===== src/rtl/adder_op_seq.sv =====
// Operand sequencer for the 8-bit add/subtract adder: takes a (cmd, A, B) byte frame,
// presents a coherent operand set, waits SETTLE_CYCLES, then returns the adder result.
module adder_op_seq #(
    parameter int unsigned SETTLE_CYCLES = 1
) (
    input  logic       Clk_in,
    input  logic       Rst_n_in,
    input  logic [7:0] Data_in,
    input  logic       Data_valid_in,
    output logic       Data_ready_out,
    output logic [7:0] A_out,
    output logic [7:0] B_out,
    output logic       Sel_out,
    input  logic [8:0] Rez_in,
    output logic [8:0] Res_out,
    output logic       Res_valid_out,
    input  logic       Res_ready_in,
    output logic       Busy_out,
    output logic [2:0] Dbg_state_out
);

    // Handshake: a byte moves on Data_in when Data_valid_in & Data_ready_out at a rising
    // edge; a result moves on Res_out when Res_valid_out & Res_ready_in at a rising edge.
    // Valid is never withdrawn before ready is seen, and the holder keeps the data stable.

    typedef enum logic [2:0] {
        S_IDLE   = 3'd0,
        S_GET_A  = 3'd1,
        S_GET_B  = 3'd2,
        S_SETTLE = 3'd3,
        S_RESULT = 3'd4
    } state_t;

    localparam logic [3:0] LP_CNT_LOAD = 4'(SETTLE_CYCLES - 1);

    state_t     r_state;
    logic       r_sel_sh;
    logic [7:0] r_a_sh;
    logic [3:0] r_cnt;
    logic       r_data_ready;
    logic [7:0] r_a;
    logic [7:0] r_b;
    logic       r_sel;
    logic [8:0] r_res;
    logic       r_res_valid;
    logic       r_busy;

    logic       w_xfer;

    assign w_xfer = Data_valid_in & r_data_ready;

    always_ff @(posedge Clk_in or negedge Rst_n_in) begin
        if (!Rst_n_in) begin
            r_state      <= S_IDLE;
            r_sel_sh     <= 1'b0;
            r_a_sh       <= 8'h00;
            r_cnt        <= 4'h0;
            r_data_ready <= 1'b0;
            r_a          <= 8'h00;
            r_b          <= 8'h00;
            r_sel        <= 1'b0;
            r_res        <= 9'h000;
            r_res_valid  <= 1'b0;
            r_busy       <= 1'b0;
        end else begin
            case (r_state)
                S_IDLE: begin
                    r_data_ready <= 1'b1;
                    if (w_xfer) begin
                        r_sel_sh <= Data_in[0];
                        r_state  <= S_GET_A;
                        r_busy   <= 1'b1;
                    end
                end
                S_GET_A: begin
                    if (w_xfer) begin
                        r_a_sh  <= Data_in;
                        r_state <= S_GET_B;
                    end
                end
                S_GET_B: begin
                    // All three operands switch on the same edge so the adder never
                    // sees a mix of old and new inputs.
                    if (w_xfer) begin
                        r_a          <= r_a_sh;
                        r_b          <= Data_in;
                        r_sel        <= r_sel_sh;
                        r_cnt        <= LP_CNT_LOAD;
                        r_data_ready <= 1'b0;
                        r_state      <= S_SETTLE;
                    end
                end
                S_SETTLE: begin
                    if (r_cnt == 4'h0) begin
                        r_res       <= Rez_in;
                        r_res_valid <= 1'b1;
                        r_state     <= S_RESULT;
                    end else begin
                        r_cnt <= r_cnt - 4'h1;
                    end
                end
                S_RESULT: begin
                    if (Res_ready_in) begin
                        r_res_valid  <= 1'b0;
                        r_data_ready <= 1'b1;
                        r_busy       <= 1'b0;
                        r_state      <= S_IDLE;
                    end
                end
                default: begin
                    r_state      <= S_IDLE;
                    r_data_ready <= 1'b0;
                    r_res_valid  <= 1'b0;
                    r_busy       <= 1'b0;
                end
            endcase
        end
    end

    assign Data_ready_out = r_data_ready;
    assign A_out          = r_a;
    assign B_out          = r_b;
    assign Sel_out        = r_sel;
    assign Res_out        = r_res;
    assign Res_valid_out  = r_res_valid;
    assign Busy_out       = r_busy;
    assign Dbg_state_out  = r_state;

endmodule


===== config.mk =====
export PLATFORM = sky130hd
export DESIGN_NAME = adder_op_seq
export DESIGN_NICKNAME = d
export VERILOG_FILES = /design/src/rtl/adder_op_seq.sv
export SDC_FILE = /design/constraint.sdc
export NUM_CORES = 1
export LEC_CHECK = 0
export CORE_ASPECT_RATIO = 0.9
export CORE_MARGIN = 2
export CORE_UTILIZATION = 45
export DETAILED_ROUTE_END_ITERATION = 16
export PLACE_DENSITY = 0.73
export SKIP_CTS_REPAIR_TIMING = 1
export SLEW_MARGIN = 10
export SYNTH_ARGS = -nofsm -noshare
export SYNTH_HDL_FRONTEND = slang
export SYNTH_SLANG_ARGS = --single-unit

===== constraint.sdc =====
create_clock -name Clk_in -period 2.52 [get_ports Clk_in]
set_input_delay 0.378 -clock Clk_in [delete_from_list [all_inputs] [get_ports Clk_in]]
set_output_delay 0.378 -clock Clk_in [all_outputs]
set_load 0.005 [all_outputs]

# Word-level counts from Yosys, hierarchy flattened
# Index checks and enable logic that the tools add are counted.
# Widths: inputs -> output; s select.
[word_totals]
ff_bits = 45
latch_bits = 0
mem_bits_rw = 0
rom_bits = 0
inputBits = 21
output_inout_bits = 32
n_memories = 0
[op_classes]
n_addsub = 1
mul = 0
n_div = 0
n_lt_le_gt_ge = 0
n_eq_ne = 10
n_shift = 0
muxes = 17
n_bitwise = 4
n_reduce_logical = 15
[op_table]
columns = ["op", "n"]
rows = [
  ["$mux 3", 5],
  ["$pmux 3 s5", 1],
  ["$ne 2x2->1 const B", 6],
  ["$reduce_and 3->1", 4],
  ["$mux 4", 2],
  ["$pmux 4 s2", 1],
  ["$reduce_and 2->1", 4],
  ["$eq 3x2->1 const B", 2],
  ["$pmux 1 s3", 2],
  ["$reduce_or 3->1", 2],
  ["$mux 1", 5],
  ["$reduce_and 5->1", 1],
  ["$logic_not 4->1", 1],
  ["$pmux 1 s4", 1],
  ["$sub 4x1->4 const B", 1],
  ["$eq 3x1->1 const B", 1],
  ["$eq 3x3->1 const B", 1],
  ["$logic_not 3->1", 1],
  ["$not 1->1", 3],
  ["$reduce_bool 2->1", 1],
  ["$reduce_or 2->1", 1],
  ["$and 1x1->1", 1],
]

# Longest topological paths before layout
[depth]
word_depth = 4
depth_mapped = 5
ltp_nobuf = 5

# Least setup slack after synthesis
# OpenSTA, ideal clock, no wires.
[synth_path]
path_type = "flip-flop to flip-flop"
from = "register r_cnt[0]"
to = "register r_res[0] (netlist: Res_out[0])"
setup_time_ps = 125
arrival_time_ps = 1645
setup_slack_ps = 751
stages_incl_launch_ff = 6
n_path_buf = 0
synth_period_minus_slack_ps = 1769
path_cell_list = "dfrtp_1 -> inv_1 -> ha_1 -> or3b_2 -> nor2_8 -> mux2_2"
[synth_between]
elab_chain_cells = 2
[synth_rtl]
columns = ["element", "line_no", "rtl"]
rows = [
  ["start, declared", "39", "logic [3:0] r_cnt;"],
  ["start signal, assigned", "99", "r_cnt <= r_cnt - 4'h1;"],
  ["$logic_not 4->1", "94", "if (r_cnt == 4'h0) begin"],
  ["$reduce_and 2->1 (no line)", "n/a", ""],
  ["end signal, assigned", "95", "r_res <= Rez_in;"],
  ["end, declared", "44", "logic [8:0] r_res;"],
]
# No other way between the ends.
# A chain may end at the register's enable or synchronous reset.

# Final worst setup path
[layout_path]
from = "register r_cnt[0]"
to = "register r_res[1] (netlist: Res_out[1])"
# The elaborated chain is that of the path after synthesis.

==> flow_metrics.env <==
export IMPL_rows=22
export IMPL_fp_dieW_um=71.9
export IMPL_min_period_ns=1.91
export IMPL_place_gp_congestion=0.761
export IMPL_insertion_delay_ns=0.29
export IMPL_finalSetupViolCount=0
export IMPL_p_leak_nw=1.09
export IMPL_avgSynthCellArea_um2=14.6
export IMPL_synthesis_area_um2=1870
export IMPL_synth_top_family_by_area="multiplexers"
export IMPL_fp_coreArea_um2=4050
export IMPL_cts_path_max_buffers=2
export IMPL_ys_seq_area_share_pct=60.2
export IMPL_avgRoutedWirePerCell_um=15.2
export IMPL_power_mw=3.23
export IMPL_grt_pass1_vias=1338
export IMPL_nNetsFinal=208
export IMPL_yosysUniqueCellTypes=29
export IMPL_io_pins=53
export IMPL_place_inst=226
export IMPL_grt_pass1_wl_mm=6.12
export IMPL_max_slew_worst_pin_slew_ns=0.972
export IMPL_wl_mm=3.56
export IMPL_diodes=0
export IMPL_clk_pin_slew_ns=0.08
export IMPL_dpl_hpwl_mm=2.50
export IMPL_worstPathMaxFanout=10
export IMPL_layout_common_cells="clkdlybuf4s50_1 (51), dfrtp_1 (45), mux2_2 (35)"
export IMPL_drt_iter0_drc=75
export IMPL_ir_drop_mv=0.519
export IMPL_synth_simple_area_share_pct=9.84
export IMPL_ys_ff_latch=45
export IMPL_grt_max_degree=46
export IMPL_cap_viol_max_count=0
export IMPL_drc=0
export IMPL_h_tree_depth=2
export IMPL_die_y_um=65.1
export IMPL_maxSlewHeadroom_pct=35.2
export IMPL_syn_nets=151
export IMPL_hold_violations=0
export IMPL_fillers=312
export IMPL_synth_compound_area_share_pct=5.42
export IMPL_initial_core_util_pct=46.2
export IMPL_status="completed"
export IMPL_area_sequential_um2=1130
export IMPL_worstSetupPathType="reg2reg"
export IMPL_final_cells=234
export IMPL_via_count=1213
export IMPL_overflow=0
export IMPL_avgViaCountPerCell=5.18
export IMPL_setup_tns_ns=0
export IMPL_ys_async_sr_fraction_pct=100
export IMPL_skew_ns=0.00436
export IMPL_io_buffer_count=52
export IMPL_yosys_area_share_xor_xnor_pct=0
export IMPL_fin_ws_ns=0.607
export IMPL_synth_adder_area_share_pct=1.34
export IMPL_maxSlewViolCount=0
export IMPL_cp_end_kind="flop"
export IMPL_p_per_area_nw_per_um2=1260
export IMPL_ys_flop_type="dfrtp_1"
export IMPL_globalRouteTotalUtil_pct=17.0
export IMPL_area_growth_pct=37.3
export IMPL_pre_cts_slack_ns=0.338
export IMPL_cp_data_required_time_ns=2.70
export IMPL_syn_inst=128
export IMPL_hp_class="in2async"
export IMPL_yosysWarningCount=0
export IMPL_root_buffer="clkbuf_8"
export IMPL_drtAntennaViolNets=0
export IMPL_multi_input_area_um2=704
export IMPL_rsz0062_at_grt="no"
export IMPL_numCtsBuffers=5
export IMPL_synthMuxAreaShare_pct=21.1
export IMPL_antenna_found_initial=0
export IMPL_synth_edf_count=0
export IMPL_first_pass_iters=4
export IMPL_drive_above_1_share_pct=28.0
export IMPL_critPathArrivalTime_ns=2.09
export IMPL_cp_start_kind="flop"
export IMPL_min_period_over_period_pct=75.9
export IMPL_cts_num_sinks=45
export IMPL_layout_commonest_cell="clkdlybuf4s50_1"
export IMPL_fmax_mhz=523
export IMPL_cts_tree="done"
export IMPL_dieArea_um2=4690
## path summary, 6_finish.rpt
| check | from | end | slack [ns] | depth (start not counted) |
|---|---|---|---|---|
| worst max-delay path | r_cnt[0] | Res_out[1] | 0.61 | 5 |
| worst min-delay path | Rst_n_in | Res_out[7] | 0.24 | 1 |
| worst max register to register | r_cnt[0] | Res_out[1] | 0.61 | 5 |
| worst min register to register | B_out[6] | B_out[6] | 0.51 | 1 |
| max in group asynchronous | Rst_n_in | Sel_out | 1.68 | 1 |
| min in group Clk_in | B_out[6] | B_out[6] | 0.51 | 1 |
## sequential cells by signal, summed over array words and instances (netlist names)
name	flops
A_out	8
B_out	8
Busy_out	1
Data_ready_out	1
Dbg_state_out	3
Res_out	9
Res_valid_out	1
Sel_out	1
r_a_sh	8
r_cnt	4
r_sel_sh	1
## final cells by class
| type | count | area share (%) |
|---|---|---|
| flip-flops and latches | 45 | 43.9 |
| multi-input cells | 75 | 27.5 |
| repair buffers | 53 | 20.4 |
| clock buffers | 5 | 2.68 |
| clock inverters | 3 | 2.54 |
| well taps | 48 | 2.34 |
| inverters | 5 | 0.731 |
## cells in the mapped netlist (3+ instances only)
cell | instances | area [um^2]
nand2_1 | 3 | 11.3
a21oi_1 | 3 | 15.0
inv_1 | 5 | 18.8
dfrtp_1 | 45 | 1130
mux2_2 | 35 | 394
or3_1 | 3 | 18.8
o21ai_0 | 5 | 25.0
## worst max-delay path, cell delays in order, from the launching register on
cell,delay (ns)
dfrtp_1,0.39
inv_1,0.10
ha_1,0.19
or3b_2,0.53
nor2_8,0.23
mux2_2,0.36
## cells by family (layout without fill, tap and decap cells)
group / count (synthesis) / count (layout)
AO/OA/AOI/OAI: 16 / 16
adder cells (fa/ha/maj): 2 / 2
buffers and inverters: 8 / 66
flip-flops: 45 / 45
multiplexers: 35 / 35
AND/OR/NAND/NOR: 22 / 22
## power breakdown
| group | leakage [nW] | switching, mW | internal, mW |
|---|---|---|---|
| Sequential | 0.543 | 0.246 | 1.07 |
| Clock | 0.0681 | 0.240 | 0.394 |
| Combinational | 0.479 | 0.435 | 0.843 |
| Total | 1.09 | 0.921 | 2.31 |
## layer usage
layer | up-vias | wire length [um] | GRT usage (%)
li1 | 569 | - | -
met1 | 620 | 1660 | 22.2
met2 | 20 | 1760 | 27.5
met3 | 4 | 114 | 5.83
met4 | 0 | 25 | 4.25
met5 | - | 0 | 0
## through the flow
step                instance area, um^2  utilization (%)  hold slack [ns]
detailed placement                 2430             60.1            0.492
floorplan                          1870                -           0.0824
finish                             2570             63.4            0.236
CTS                                2570             63.4            0.272
global placement                   2430             60.1            0.485
global route                       2570             63.4            0.323
Note: power is estimated with default switching activity, not from simulation.
